## config.mk

```make
export PLATFORM = sky130hd
export DESIGN_NAME = pio_strobe_rx
export DESIGN_NICKNAME = d
export VERILOG_FILES = /design/src/rtl/pio_strobe_rx.sv
export SDC_FILE = /design/constraint.sdc
export NUM_CORES = 1
export LEC_CHECK = 0
export ABC_AREA = 0
export BUFFER_PORTS_ARGS = -buffer_cell sky130_fd_sc_hd__clkbuf_2
export CORE_UTILIZATION = 28
export DETAILED_ROUTE_END_ITERATION = 6
export PLACE_DENSITY = 0.56
export SKIP_CTS_REPAIR_TIMING = 1
export SLEW_MARGIN = 20
export SYNTH_ARGS = -nofsm -noshare
export SYNTH_HDL_FRONTEND = slang
export SYNTH_SLANG_ARGS = --single-unit
```

## constraint.sdc

```tcl
create_clock -name clk -period 2.6 [get_ports clk]
set_input_delay 0.52 -clock clk [delete_from_list [all_inputs] [get_ports clk]]
set_output_delay 0.52 -clock clk [all_outputs]
set_load 0.1 [all_outputs]
```

## src/rtl/pio_strobe_rx.sv

```systemverilog
// Strobed parallel-input receiver: synchronises an external data/strobe pair, queues bytes
// in a small FIFO, acknowledges each capture, and exposes everything as an Avalon-MM slave.
module pio_strobe_rx #(
  parameter int DATA_W     = 8,
  parameter int FIFO_DEPTH = 4,
  parameter int ACK_CYCLES = 4
) (
  input  logic              clk,
  input  logic              reset_n,
  input  logic [1:0]        address,
  input  logic              chipselect,
  input  logic              read,
  input  logic              write_n,
  input  logic [31:0]       writedata,
  output logic [31:0]       readdata,
  output logic              irq,
  input  logic [DATA_W-1:0] ext_data,
  input  logic              ext_strobe_n,
  output logic              ext_ack_n,
  output logic              ext_busy
);

  localparam int AW = $clog2(FIFO_DEPTH);
  localparam int CW = (ACK_CYCLES > 1) ? $clog2(ACK_CYCLES) : 1;
  localparam logic [AW:0]   DEPTH_C  = (AW+1)'(FIFO_DEPTH);
  localparam logic [CW-1:0] ACK_LOAD = CW'(ACK_CYCLES - 1);

  typedef enum logic [1:0] {IDLE, ACK, WAIT_HIGH} state_t;

  state_t              state;
  logic [CW-1:0]       ack_cnt;
  logic                strobe_s1, strobe_s2, strobe_s3;
  logic [DATA_W-1:0]   data_s1, data_s2;
  logic [DATA_W-1:0]   mem [FIFO_DEPTH];
  logic [AW-1:0]       wr_ptr, rd_ptr;
  logic [AW:0]         count;
  logic [2:0]          ctrl;
  logic                overflow;

  logic fall, full, empty, take, push, drop, pop, flush, ovf_clear, ctrl_wr, unused_bits;

  assign fall      = strobe_s3 & ~strobe_s2;
  assign full      = (count == DEPTH_C);
  assign empty     = (count == '0);
  assign take      = (state == IDLE) & fall & ctrl[0];
  assign push      = take & ~full;
  assign drop      = take & full;
  assign pop       = chipselect & read & (address == 2'd0) & ~empty;
  assign flush     = chipselect & ~write_n & (address == 2'd3) & writedata[1];
  assign ovf_clear = chipselect & ~write_n & (address == 2'd3) & writedata[0];
  assign ctrl_wr   = chipselect & ~write_n & (address == 2'd2);
  assign unused_bits = ^writedata[31:3];

  // Strobe idles high so its synchroniser resets to ones; s3 keeps the previous strobe for edge detection.
  always_ff @(posedge clk or negedge reset_n) begin
    if (!reset_n) begin
      strobe_s1 <= 1'b1;
      strobe_s2 <= 1'b1;
      strobe_s3 <= 1'b1;
      data_s1   <= '0;
      data_s2   <= '0;
    end else begin
      strobe_s1 <= ext_strobe_n;
      strobe_s2 <= strobe_s1;
      strobe_s3 <= strobe_s2;
      data_s1   <= ext_data;
      data_s2   <= data_s1;
    end
  end

  // Handshake FSM: a full FIFO skips the ack so the device sees the byte was not accepted.
  always_ff @(posedge clk or negedge reset_n) begin
    if (!reset_n) begin
      state     <= IDLE;
      ext_ack_n <= 1'b1;
      ack_cnt   <= '0;
    end else begin
      case (state)
        IDLE: begin
          if (take) begin
            if (!full) begin
              state     <= ACK;
              ext_ack_n <= 1'b0;
              ack_cnt   <= ACK_LOAD;
            end else begin
              state <= WAIT_HIGH;
            end
          end
        end
        ACK: begin
          if (ack_cnt == '0) begin
            ext_ack_n <= 1'b1;
            state     <= WAIT_HIGH;
          end else begin
            ack_cnt <= ack_cnt - 1'b1;
          end
        end
        WAIT_HIGH: begin
          if (strobe_s2) state <= IDLE;
        end
        default: state <= IDLE;
      endcase
    end
  end

  always_ff @(posedge clk) begin
    if (push) mem[wr_ptr] <= data_s2;
  end

  // Flush overrides a simultaneous push or pop; the pop's data is still returned on readdata.
  always_ff @(posedge clk or negedge reset_n) begin
    if (!reset_n) begin
      wr_ptr <= '0;
      rd_ptr <= '0;
      count  <= '0;
    end else if (flush) begin
      wr_ptr <= '0;
      rd_ptr <= '0;
      count  <= '0;
    end else begin
      if (push) wr_ptr <= wr_ptr + 1'b1;
      if (pop)  rd_ptr <= rd_ptr + 1'b1;
      case ({push, pop})
        2'b10:   count <= count + 1'b1;
        2'b01:   count <= count - 1'b1;
        default: count <= count;
      endcase
    end
  end

  always_ff @(posedge clk or negedge reset_n) begin
    if (!reset_n) begin
      ctrl     <= '0;
      overflow <= 1'b0;
      readdata <= '0;
      irq      <= 1'b0;
      ext_busy <= 1'b1;
    end else begin
      if (ctrl_wr) ctrl <= writedata[2:0];
      if (drop)           overflow <= 1'b1;
      else if (ovf_clear) overflow <= 1'b0;
      if (chipselect && read) begin
        case (address)
          2'd0:    readdata <= empty ? '0 : 32'(mem[rd_ptr]);
          2'd1:    readdata <= {21'd0, overflow, empty, full, 8'(count)};
          2'd2:    readdata <= {29'd0, ctrl};
          default: readdata <= '0;
        endcase
      end
      irq      <= (ctrl[1] & ~empty) | (ctrl[2] & overflow);
      ext_busy <= ~ctrl[0] | full | (state != IDLE);
    end
  end

endmodule

```

==> impl_metrics.ini <==
[synth]
synth_instances = 218
postSynthAreaPerCell_um2 = 14.9
synth.distinct_cells = 44
synth-async-reset-ratio_pct = 60.0
ys_ff_latch = 80
register_area_share_after_synthesis_pct = 66.8
synth_top_area_cell = sky130_fd_sc_hd__dfrtp_1
synthDominantCellAreaShare_pct = 33.2
synth.top_cells.by_area = sky130_fd_sc_hd__dfrtp_1 33%, sky130_fd_sc_hd__edfxtp_1 30%, sky130_fd_sc_hd__mux4_2 5.6%, sky130_fd_sc_hd__buf_4 4.9%, sky130_fd_sc_hd__dfstp_2 4.0%
synth-main-ff-cell = sky130_fd_sc_hd__dfrtp_1
syn-cell-area_um2 = 3250
number_of_synthesized_flops_with_an_enable_pin = 32
yosysWarnings = 0
yosys.cell_count.top_type = sky130_fd_sc_hd__dfrtp_1
netlist_top_cells_count = 43 x sky130_fd_sc_hd__dfrtp_1, 32 x sky130_fd_sc_hd__edfxtp_1, 21 x sky130_fd_sc_hd__buf_4

[grt]
grt_pass1_vias = 1772
grt_first_pass_wirelength_mm = 9.11
total_grt_overflow = 0
grt_antenna_before_repair = 0
grt_max_degree = 26
grtUsageTotal_pct = 10.5

[critical_path]
maximum_fanout_along_the_worst_path = 6
timing.critical_path.cells = nor3b_1 -> buf_4 -> nor3_4 -> or2b_1 -> fa_1 -> nor4_1 -> a2bb2oi_1 -> mux2i_1
setup.worst_path.end_class = flip-flop
timing.rr.start = count[1]$_DFFE_PN0P_
worst_ep_required_time_ps = 2820
critical_path_class = reg -> reg
timing.critical_path.slowest_cell_delay_ps = 430
worst-path-buf-inv = 1
start_kind = flip-flop
critPathTopFamily = simple AND/OR/NAND/NOR gates
worstPathArrival_ps = 2360
worst_path_max_delay_cell = sky130_fd_sc_hd__dfrtp_1
critPathLaunch = count[1]$_DFFE_PN0P_

[timing]
maxClockFrequency_ghz = 0.468
slew_violations = 0
final-hold-violation-count = 0
slew_at_the_pin_closest_to_its_max_slew_limit_ps = 550
fin_worst_hold_slack_ps = 174
skew_ps = 7.27
setup-violations-final = 0
totalNegativeSetupSlack_ps = 0
final.period_utilization_pct = 82.2
unrepaired_setup_endpoints_after_global_routing = no
slew_headroom_pct = 63.5
finalWorstPathRequiredPeriod_ps = 2140

[placement]
half_perimeter_wire_length_after_detailed_placement_mm = 3.79
io_buffers = 32
routabilityCongestion = 0.747

[drt]
remaining_drc_errors = 0
drt-initial-drc-count = 56
detail_route.first_pass.iterations = 4
post_drt_wl_per_cell_um = 13.4
detail_route.wirelength_mm = 5.45
post_dr_vias_cell = 4.23
drt.antenna.violating_nets = 0
dr_total_vias = 1719

[floorplan]
floorplan.core_area_um2 = 11100
floorplan.initialDensity_pct = 29.3
die_h_um = 110
rows = 38
io_pins = 83
die_area_um2 = 12000
fp.dieW_um = 110

[power]
power_per_cell_area_nw_per_um2 = 1130
total_leakage_power_nw = 1.63
ir_worst_vdd_mv = 0.430

[cells_and_area]
num-nets-final = 315
drive_above_1_share_pct = 31.6
antenna_cells_inserted = 0
synth_to_final_area_change_pct = 18.7
filler_cell_count = 1089

[clock_tree]
h_tree_level_count = 3
clkLatencyLatePin_ps = 330
cts_buffers = 9
clock-sinks = 80
clock_path_buffers = 2
cts_tree = done
path_clk_slew_ps = 70
clock_tree.root_cell = sky130_fd_sc_hd__clkbuf_16

[worst_hold_path]
min-delay-path-class = in -> async

[flow_run]
max_cap_violations = 0

[run_status]
run_status = complete, no violations
## final timing paths
path,end,slack [ps],cells after the start
worst max-delay path,count[2]$_DFFE_PN0P_,460,8
worst min-delay path,data_s1[5]$_DFF_PN0_,170,2
worst max register to register,count[2]$_DFFE_PN0P_,460,8
worst min register to register,data_s2[7]$_DFF_PN0_,350,0
max in group asynchronous,ext_busy$_DFF_PN1_,2100,2
min in group clk,strobe_s1$_DFF_PN1_,280,1
## placed cells by master (no fill, tap or decap), types with 2 or more instances in the layout
cell	instances
sky130_fd_sc_hd__dfstp_2	5
sky130_fd_sc_hd__conb_1	21
sky130_fd_sc_hd__and2_1	5
sky130_fd_sc_hd__mux4_2	8
sky130_fd_sc_hd__dfrtp_1	43
sky130_fd_sc_hd__xnor2_1	2
sky130_fd_sc_hd__nand2_1	17
sky130_fd_sc_hd__nand3b_1	2
sky130_fd_sc_hd__buf_4	7
sky130_fd_sc_hd__mux2_2	3
sky130_fd_sc_hd__inv_8	2
sky130_fd_sc_hd__clkbuf_2	32
sky130_fd_sc_hd__nor2_1	6
sky130_fd_sc_hd__a222oi_1	2
sky130_fd_sc_hd__nor3b_1	3
sky130_fd_sc_hd__or2_2	2
sky130_fd_sc_hd__ha_1	5
sky130_fd_sc_hd__nor2b_1	2
sky130_fd_sc_hd__bufinv_16	2
sky130_fd_sc_hd__mux2i_1	4
sky130_fd_sc_hd__a22o_2	6
sky130_fd_sc_hd__nor3_1	3
sky130_fd_sc_hd__o21ai_0	8
sky130_fd_sc_hd__edfxtp_1	32
sky130_fd_sc_hd__inv_6	2
sky130_fd_sc_hd__clkbuf_16	9
sky130_fd_sc_hd__a21oi_1	4
sky130_fd_sc_hd__nand2b_1	2
sky130_fd_sc_hd__nand3_1	3
sky130_fd_sc_hd__inv_1	8
## metrics by stage
step           setup slack [ps]  instances  util [%]  cell area [um2]  power, mW
3_3_place_gp                165        390      31.7             3520       2.98
3_5_place_dp                185        390      31.7             3520       3.00
5_1_grt                     367        406      34.8             3850       4.58
2_1_floorplan               260        238         -             3320       2.75
6_report                    463        406      34.8             3850       4.35
4_1_cts                     456        406      34.8             3850       4.42
## report_power, final
part / switching (mW) / leakage, nW / internal, mW
Sequential: 0.177 / 0.870 / 1.52
Clock: 0.534 / 0.164 / 0.863
Combinational: 0.883 / 0.601 / 0.375
## layer usage
metal	vias up	wire length (um)	global-route usage, %
li1	819	-	-
met1	841	2420	13.0
met2	51	2630	16.5
met3	8	302	3.73
met4	0	88	4.67
met5	-	0	0
## flip-flops by register name, summed over array words and instances (netlist names), 2 cells and up
name	flops
ctrl	3
readdata	11
data_s1	8
data_s2	8
rd_ptr	2
mem	32
ack_cnt	2
state	2
wr_ptr	2
count	3
## cell families after synthesis
family,share of synthesized area [%]
DFF,66.8
other,0.116
and+or+nand+nor,9.48
adders and majority gates,2.54
muxes,7.83
xor gates and xnor gates,1.31
buffers and inverters,6.82
AOI/OAI and AO/OA,5.09
## area by class of cell
cell class	instances	area, um2	share of cell area (%)
Inverter	8	30.0	0.780
Timing Repair Buffer	39	213	5.52
Clock buffer	9	225	5.85
Clock inverter	7	109	2.83
Tap cell	140	175	4.55
Sequential cell	80	2170	56.3
Multi-Input combinational cell	123	931	24.2
(Power assumes the default switching activity.)
